File: src/rtl/rca_nibble_sequencer_pkg.sv
`default_nettype none
// ============================================================================
// Module      : rca_nibble_sequencer_pkg
// Description : Shared state encoding and slice width for the nibble-serial
//               add/subtract unit.
// Revision    : 1.0  initial release
// ============================================================================
package rca_nibble_sequencer_pkg;

  // Width of the shared ripple-carry slice.
  localparam int NIBBLE_W = 4;

  // Control states; encoding 2'd3 is unused and recovers to S_IDLE.
  typedef enum logic [1:0] {
    S_IDLE = 2'd0,
    S_RUN  = 2'd1,
    S_DONE = 2'd2
  } state_t;

endpackage : rca_nibble_sequencer_pkg
`default_nettype wire

File: src/rtl/rca_nibble_sequencer_rca4.sv
`default_nettype none
// ============================================================================
// Module      : rca_nibble_sequencer_rca4
// Description : Purely combinational 4-bit ripple-carry adder slice. Also
//               exposes the carry into its top bit so the caller can form
//               signed overflow on the most significant nibble.
// Revision    : 1.0  initial release
// ============================================================================
module rca_nibble_sequencer_rca4
  import rca_nibble_sequencer_pkg::*;
(
  input  logic [NIBBLE_W-1:0] a_i,
  input  logic [NIBBLE_W-1:0] b_i,
  input  logic                c_i,
  output logic [NIBBLE_W-1:0] s_o,
  output logic                c_o,
  output logic                c_msb_o
);

  // Internal carry chain: w_c[k] is the carry into bit k.
  logic [NIBBLE_W:0] w_c;

  assign w_c[0] = c_i;

  genvar gi;
  generate
    for (gi = 0; gi < NIBBLE_W; gi++) begin : g_bit
      assign s_o[gi]    = a_i[gi] ^ b_i[gi] ^ w_c[gi];
      assign w_c[gi+1]  = (a_i[gi] & b_i[gi]) | (w_c[gi] & (a_i[gi] ^ b_i[gi]));
    end
  endgenerate

  assign c_o     = w_c[NIBBLE_W];
  assign c_msb_o = w_c[NIBBLE_W-1];

endmodule : rca_nibble_sequencer_rca4
`default_nettype wire

File: src/rtl/rca_nibble_sequencer.sv
`default_nettype none
// ============================================================================
// Module      : rca_nibble_sequencer
// Description : Multi-cycle WIDTH-bit add/subtract unit. One 4-bit ripple
//               slice is time-shared, one nibble per clock, LSB first, with
//               a carry register linking consecutive nibbles. Operands enter
//               on a valid/ready handshake, the result leaves on another.
// Revision    : 1.0  initial release
// ============================================================================
module rca_nibble_sequencer
  import rca_nibble_sequencer_pkg::*;
#(
  parameter int WIDTH = 16
) (
  input  logic             clk,
  input  logic             rst_n,
  input  logic             in_valid,
  output logic             in_ready,
  input  logic [WIDTH-1:0] a,
  input  logic [WIDTH-1:0] b,
  input  logic             cin,
  input  logic             sub,
  output logic             out_valid,
  input  logic             out_ready,
  output logic [WIDTH-1:0] sum,
  output logic             cout,
  output logic             ovf
);

  localparam int NIB   = WIDTH / NIBBLE_W;
  localparam int IDX_W = (NIB > 1) ? $clog2(NIB) : 1;
  localparam logic [IDX_W-1:0] IDX_LAST = IDX_W'(NIB - 1);

  state_t           state_q, state_d;
  logic [IDX_W-1:0] idx_q,   idx_d;
  logic [WIDTH-1:0] a_q,     a_d;
  logic [WIDTH-1:0] b_q,     b_d;
  logic             carry_q, carry_d;
  logic [WIDTH-1:0] sum_q,   sum_d;
  logic             cout_q,  cout_d;
  logic             ovf_q,   ovf_d;

  logic [NIBBLE_W-1:0] w_a_nib;
  logic [NIBBLE_W-1:0] w_b_nib;
  logic [NIBBLE_W-1:0] w_s_nib;
  logic                w_slice_cout;
  logic                w_slice_cmsb;

  // Select the operand nibbles addressed by the current index.
  always_comb begin
    w_a_nib = a_q[idx_q*NIBBLE_W +: NIBBLE_W];
    w_b_nib = b_q[idx_q*NIBBLE_W +: NIBBLE_W];
  end

  // The single shared adder slice.
  rca_nibble_sequencer_rca4 u_rca4 (
    .a_i     (w_a_nib),
    .b_i     (w_b_nib),
    .c_i     (carry_q),
    .s_o     (w_s_nib),
    .c_o     (w_slice_cout),
    .c_msb_o (w_slice_cmsb)
  );

  // Next-state and datapath update: accept in IDLE, one nibble per RUN cycle,
  // hold the result in DONE until the consumer takes it.
  always_comb begin
    state_d = state_q;
    idx_d   = idx_q;
    a_d     = a_q;
    b_d     = b_q;
    carry_d = carry_q;
    sum_d   = sum_q;
    cout_d  = cout_q;
    ovf_d   = ovf_q;

    case (state_q)
      S_IDLE: begin
        if (in_valid) begin
          // Subtraction is A + ~B + 1; cin flips the implied +1 into a borrow-in.
          a_d     = a;
          b_d     = b ^ {WIDTH{sub}};
          carry_d = cin ^ sub;
          idx_d   = '0;
          state_d = S_RUN;
        end
      end

      S_RUN: begin
        sum_d[idx_q*NIBBLE_W +: NIBBLE_W] = w_s_nib;
        carry_d = w_slice_cout;
        if (idx_q == IDX_LAST) begin
          // Overflow compares the carry into the MSB with the carry out of it.
          cout_d  = w_slice_cout;
          ovf_d   = w_slice_cmsb ^ w_slice_cout;
          idx_d   = '0;
          state_d = S_DONE;
        end else begin
          idx_d   = idx_q + 1'b1;
        end
      end

      S_DONE: begin
        if (out_ready) begin
          state_d = S_IDLE;
        end
      end

      default: begin
        state_d = S_IDLE;
      end
    endcase
  end

  // State and datapath registers; reset discards any in-flight operation.
  always_ff @(posedge clk or negedge rst_n) begin
    if (!rst_n) begin
      state_q <= S_IDLE;
      idx_q   <= '0;
      a_q     <= '0;
      b_q     <= '0;
      carry_q <= 1'b0;
      sum_q   <= '0;
      cout_q  <= 1'b0;
      ovf_q   <= 1'b0;
    end else begin
      state_q <= state_d;
      idx_q   <= idx_d;
      a_q     <= a_d;
      b_q     <= b_d;
      carry_q <= carry_d;
      sum_q   <= sum_d;
      cout_q  <= cout_d;
      ovf_q   <= ovf_d;
    end
  end

  assign in_ready  = (state_q == S_IDLE);
  assign out_valid = (state_q == S_DONE);
  assign sum       = sum_q;
  assign cout      = cout_q;
  assign ovf       = ovf_q;

endmodule : rca_nibble_sequencer
`default_nettype wire

File: config.mk
export PLATFORM = sky130hd
export DESIGN_NAME = rca_nibble_sequencer
export DESIGN_NICKNAME = d
export VERILOG_FILES = /design/src/rtl/rca_nibble_sequencer_pkg.sv /design/src/rtl/rca_nibble_sequencer_rca4.sv /design/src/rtl/rca_nibble_sequencer.sv
export SDC_FILE = /design/constraint.sdc
export NUM_CORES = 1
export LEC_CHECK = 0
export ABC_AREA = 1
export CAP_MARGIN = 15
export CORE_AREA = 8 8 90 92
export CTS_CLUSTER_SIZE = 8
export DETAILED_ROUTE_END_ITERATION = 7
export DIE_AREA = 0 0 98 100
export GPL_TIMING_DRIVEN = 0
export HOLD_SLACK_MARGIN = 0.03
export PLACE_DENSITY = 0.85
export SLEW_MARGIN = 20
export SYNTH_ARGS = -nofsm -noshare
export SYNTH_HDL_FRONTEND = slang
export SYNTH_HIERARCHICAL = 1
export SYNTH_SLANG_ARGS = --single-unit
File: constraint.sdc
create_clock -name clk -period 3.1 [get_ports clk]
set_clock_uncertainty 0.2 [all_clocks]
set_input_delay 0.62 -clock clk [delete_from_list [all_inputs] [get_ports clk]]
set_output_delay 0.62 -clock clk [all_outputs]
set_load 0.02 [all_outputs]
==> impl_metrics.env <==
export IMPL_status="finished, final reports clean"
export IMPL_fillers=588
export IMPL_reg2reg_slack_ns=0.1
export IMPL_synth_simple_area_share_pct=25.3
export IMPL_hold_path_class="in -> async"
export IMPL_netlist_instances=343
export IMPL_fin_ws_ns=0.0988
export IMPL_h_tree_depth=2
export IMPL_synthTopCellsByArea="dfrtp_1 (47%), nand2_1 (16%), xnor2_1 (5.1%)"
export IMPL_post_drt_wl_per_cell_um=13.5
export IMPL_ys_seq_area_share_pct=46.7
export IMPL_synthArstFlopShare_pct=100
export IMPL_drv_cap=0
export IMPL_place_inst=479
export IMPL_first_global_vias=2453
export IMPL_worstReg2RegEnd="sum[11]"
export IMPL_max_stage_delay_ns=0.47
export IMPL_dieArea_mm2=0.00980
export IMPL_critPathCapture="sum[11]"
export IMPL_core_area_mm2=0.00664
export IMPL_routed_via_count=2420
export IMPL_p_total_mw=4.04
export IMPL_cts_made_buffers=5
export IMPL_grt_busiest_layer="met2"
export IMPL_clock_latency_ns=0.31
export IMPL_yosysUniqueCellTypes=29
export IMPL_fin_crit_sh_pct=96.8
export IMPL_hpwlAfterDp_mm=4.93
export IMPL_drt_iter0_drc=130
export IMPL_cts_clk_slew_worst_paths_ns=0.10
export IMPL_synth_top_area_cell="dfrtp_1"
export IMPL_multi_input_area_mm2=0.00134
export IMPL_dieWidth_um=98
export IMPL_antenna_found_initial=0
export IMPL_syn2layout_area_growth_pct=29.7
export IMPL_final_layout_size_suffix_gt1_share_pct=15.6
export IMPL_fin_crit_ns=3.00
export IMPL_start_util_pct=44.3
export IMPL_synth_mux_area_share_pct=0
export IMPL_worst_pin_slew_ns=0.676
export IMPL_critPathCaptureType="flip-flop"
export IMPL_power_switching_mw=1.83
export IMPL_syn_area_mm2=0.00295
export IMPL_vias_per_cell=4.87
export IMPL_power_density_mw_per_mm2=1060
export IMPL_grt_pass1_wl_mm=11.0
export IMPL_yosys_area_top_type_share_pct=46.7
export IMPL_clkSinkCount=55
export IMPL_synth_xor_xnor_area_share_pct=5.06
export IMPL_worst_ep_arrival_time_ns=3.01
export IMPL_yosys_area_share_adder_pct=4.84
export IMPL_crit_path_max_fanout=6
export IMPL_yosysMostFrequentCell="nand2_1"
export IMPL_grt_max_degree=56
export IMPL_grt_overflow=0
export IMPL_synth_edf_count=0
export IMPL_p_int_mw=2.21
export IMPL_path_cells="inv_2 -> buf_6 -> nor2_2 -> nor2_1 -> o21ai_1 -> nand2_1 -> fa_2 -> inv_1 -> fa_2 -> fa_2 -> inv_2 -> fa_1 -> inv_2 -> nor2_1 -> nand3_1 -> nand2_1"
export IMPL_worst_setup_path_type="reg -> reg"
export IMPL_postCtsHoldBufs=0
export IMPL_r2r_start="idx_q[0]"
export IMPL_drtPass1Iterations=4
export IMPL_stdcell_area_mm2=0.00382
export IMPL_slowest_stage="fa_1"
export IMPL_drc_errors=0
export IMPL_p_sw_share_pct=45.4
export IMPL_cp_depth=16
export IMPL_drv_slew=0
export IMPL_cp_startpoint="idx_q[0]"
export IMPL_track_usage_pct=13.7
export IMPL_cp_required_ns=3.11
export IMPL_yosys_warnings=6
export IMPL_clk_path_buf_depth=2
export IMPL_met1_usage_pct=15.6
export IMPL_setup_tns_ns=0
export IMPL_clock_power_share_pct=9.6
export IMPL_syn_nets=390
export IMPL_wl_mm=6.71
export IMPL_synth_commonest_cells="nand2_1 (128), dfrtp_1 (55), inv_1 (30)"
export IMPL_antenna_left=0
export IMPL_synth_compound_area_share_pct=9.56
export IMPL_port_buffers=56
export IMPL_clock_fmax_ghz=0.333
export IMPL_pwr_share_seq_pct=29.8
export IMPL_leakage_nw=1.86
export IMPL_comb_power_share_pct=60.6
export IMPL_synth_top_family_by_area="simple AND/OR/NAND/NOR gates"
export IMPL_cp_top_family="adder cells"
export IMPL_worst_path_buf_inv=5
export IMPL_rsz0062_at_grt="true"
export IMPL_syn_area_per_cell_um2=8.59
export IMPL_grtUsageMet2_pct=24.4
export IMPL_num_rows=30
export IMPL_ys_flop_type="dfrtp_1"
export IMPL_rr_worst_depth=16
export IMPL_tritoncts="done"
export IMPL_cts_root_buffer="clkbuf_8"
export IMPL_ios=58
export IMPL_diodes=0
export IMPL_setup_viol=0
export IMPL_cp_start_kind="flip-flop"
export IMPL_nNetsFinal=463
export IMPL_die_y_um=100
export IMPL_hold_viol=0
export IMPL_seqCellArea_mm2=0.00138
export IMPL_grt_use_met3_pct=4.01
export IMPL_synth_seq_cells=55
export IMPL_vdd_drop_max_mv=0.503
export IMPL_fin_cells=497
export IMPL_dp_slack_ns=-0.136
export IMPL_slew_headroom_pct=54.9
export IMPL_dpl_instance_area_mm2=0.00360
export IMPL_gp_congestion=0.835
==> layer usage <==
metal | wire length [um] | part of all wire, %
met2 | 3380 | 50
met1 | 2910 | 43
met5 | 0 | 0
met4 | 48 | 0.72
met3 | 374 | 5.6
==> placed cells by master, fill, tap and decap left out, drive strengths merged <==
cell	n
nand2	130
dfrtp	55
clkdlybuf4s50	55
o21ai	33
inv	32
nor2	29
buf	27
xnor2	17
nand3	9
o211ai	8
clkbuf	7
ha	5
nor3	4
fa	4
o31ai	1
clkinv	1
==> how the worst min path moves through the flow <==
stage           start       to  slack, ns  cells after the start
2_1_floorplan   rst_n   a_q[0]       0.12                      0
4_1_cts         rst_n  sum[12]       0.17                      1
5_1_grt         rst_n  sum[12]       0.19                      1
3_3_place_gp   a_q[0]   a_q[0]       0.26                      2
3_5_place_dp   a_q[1]   a_q[1]       0.26                      2
6_report        rst_n  sum[12]       0.13                      1
==> cell type report <==
class / instances / area share [%]
Buffer: 15 / 4.19
Clock buffer: 7 / 2.00
Clock inverter: 1 / 0.131
Inverter: 32 / 3.21
Multi-Input combinational cell: 240 / 35.0
Sequential cell: 55 / 36.0
Tap cell: 80 / 2.62
Timing Repair Buffer: 67 / 16.8
==> cells by family after synthesis <==
family          after synthesis
fa+ha+maj                     9
flops                        55
compound gates               42
buf+inv                      48
simple gates                172
xor+xnor                     17
==> power by group through the flow <==
stage | Combinational (mW) | Sequential (mW) | Clock [mW]
finish | 2.45 | 1.20 | 0.389
global route | 2.69 | 1.24 | 0.421
CTS | 2.28 | 1.20 | 0.390
detailed placement | 2.18 | 1.22 | 0
global placement | 2.12 | 1.20 | 0
floorplan | 1.47 | 1.27 | 0
==> repair_timing <==
item                       CTS  global route
gates resized for setup      9            14
pin swaps                    0             4
setup endpoints to repair    4             5
buffers inserted             6             5
==> state kept, by name (all words and copies together), names as in the netlist <==
signal and count:
a_q 16, b_q 16, sum 16, idx_q 2
state_q 2, carry_q 1, cout 1, ovf 1
==> through the flow <==
step	hold slack (ns)	util (%)
floorplan	0.124	-
global placement	0.258	54.3
detailed placement	0.263	54.2
CTS	0.170	56.5
global route	0.192	57.5
finish	0.132	57.5
Power figures use the tool's default switching activity.
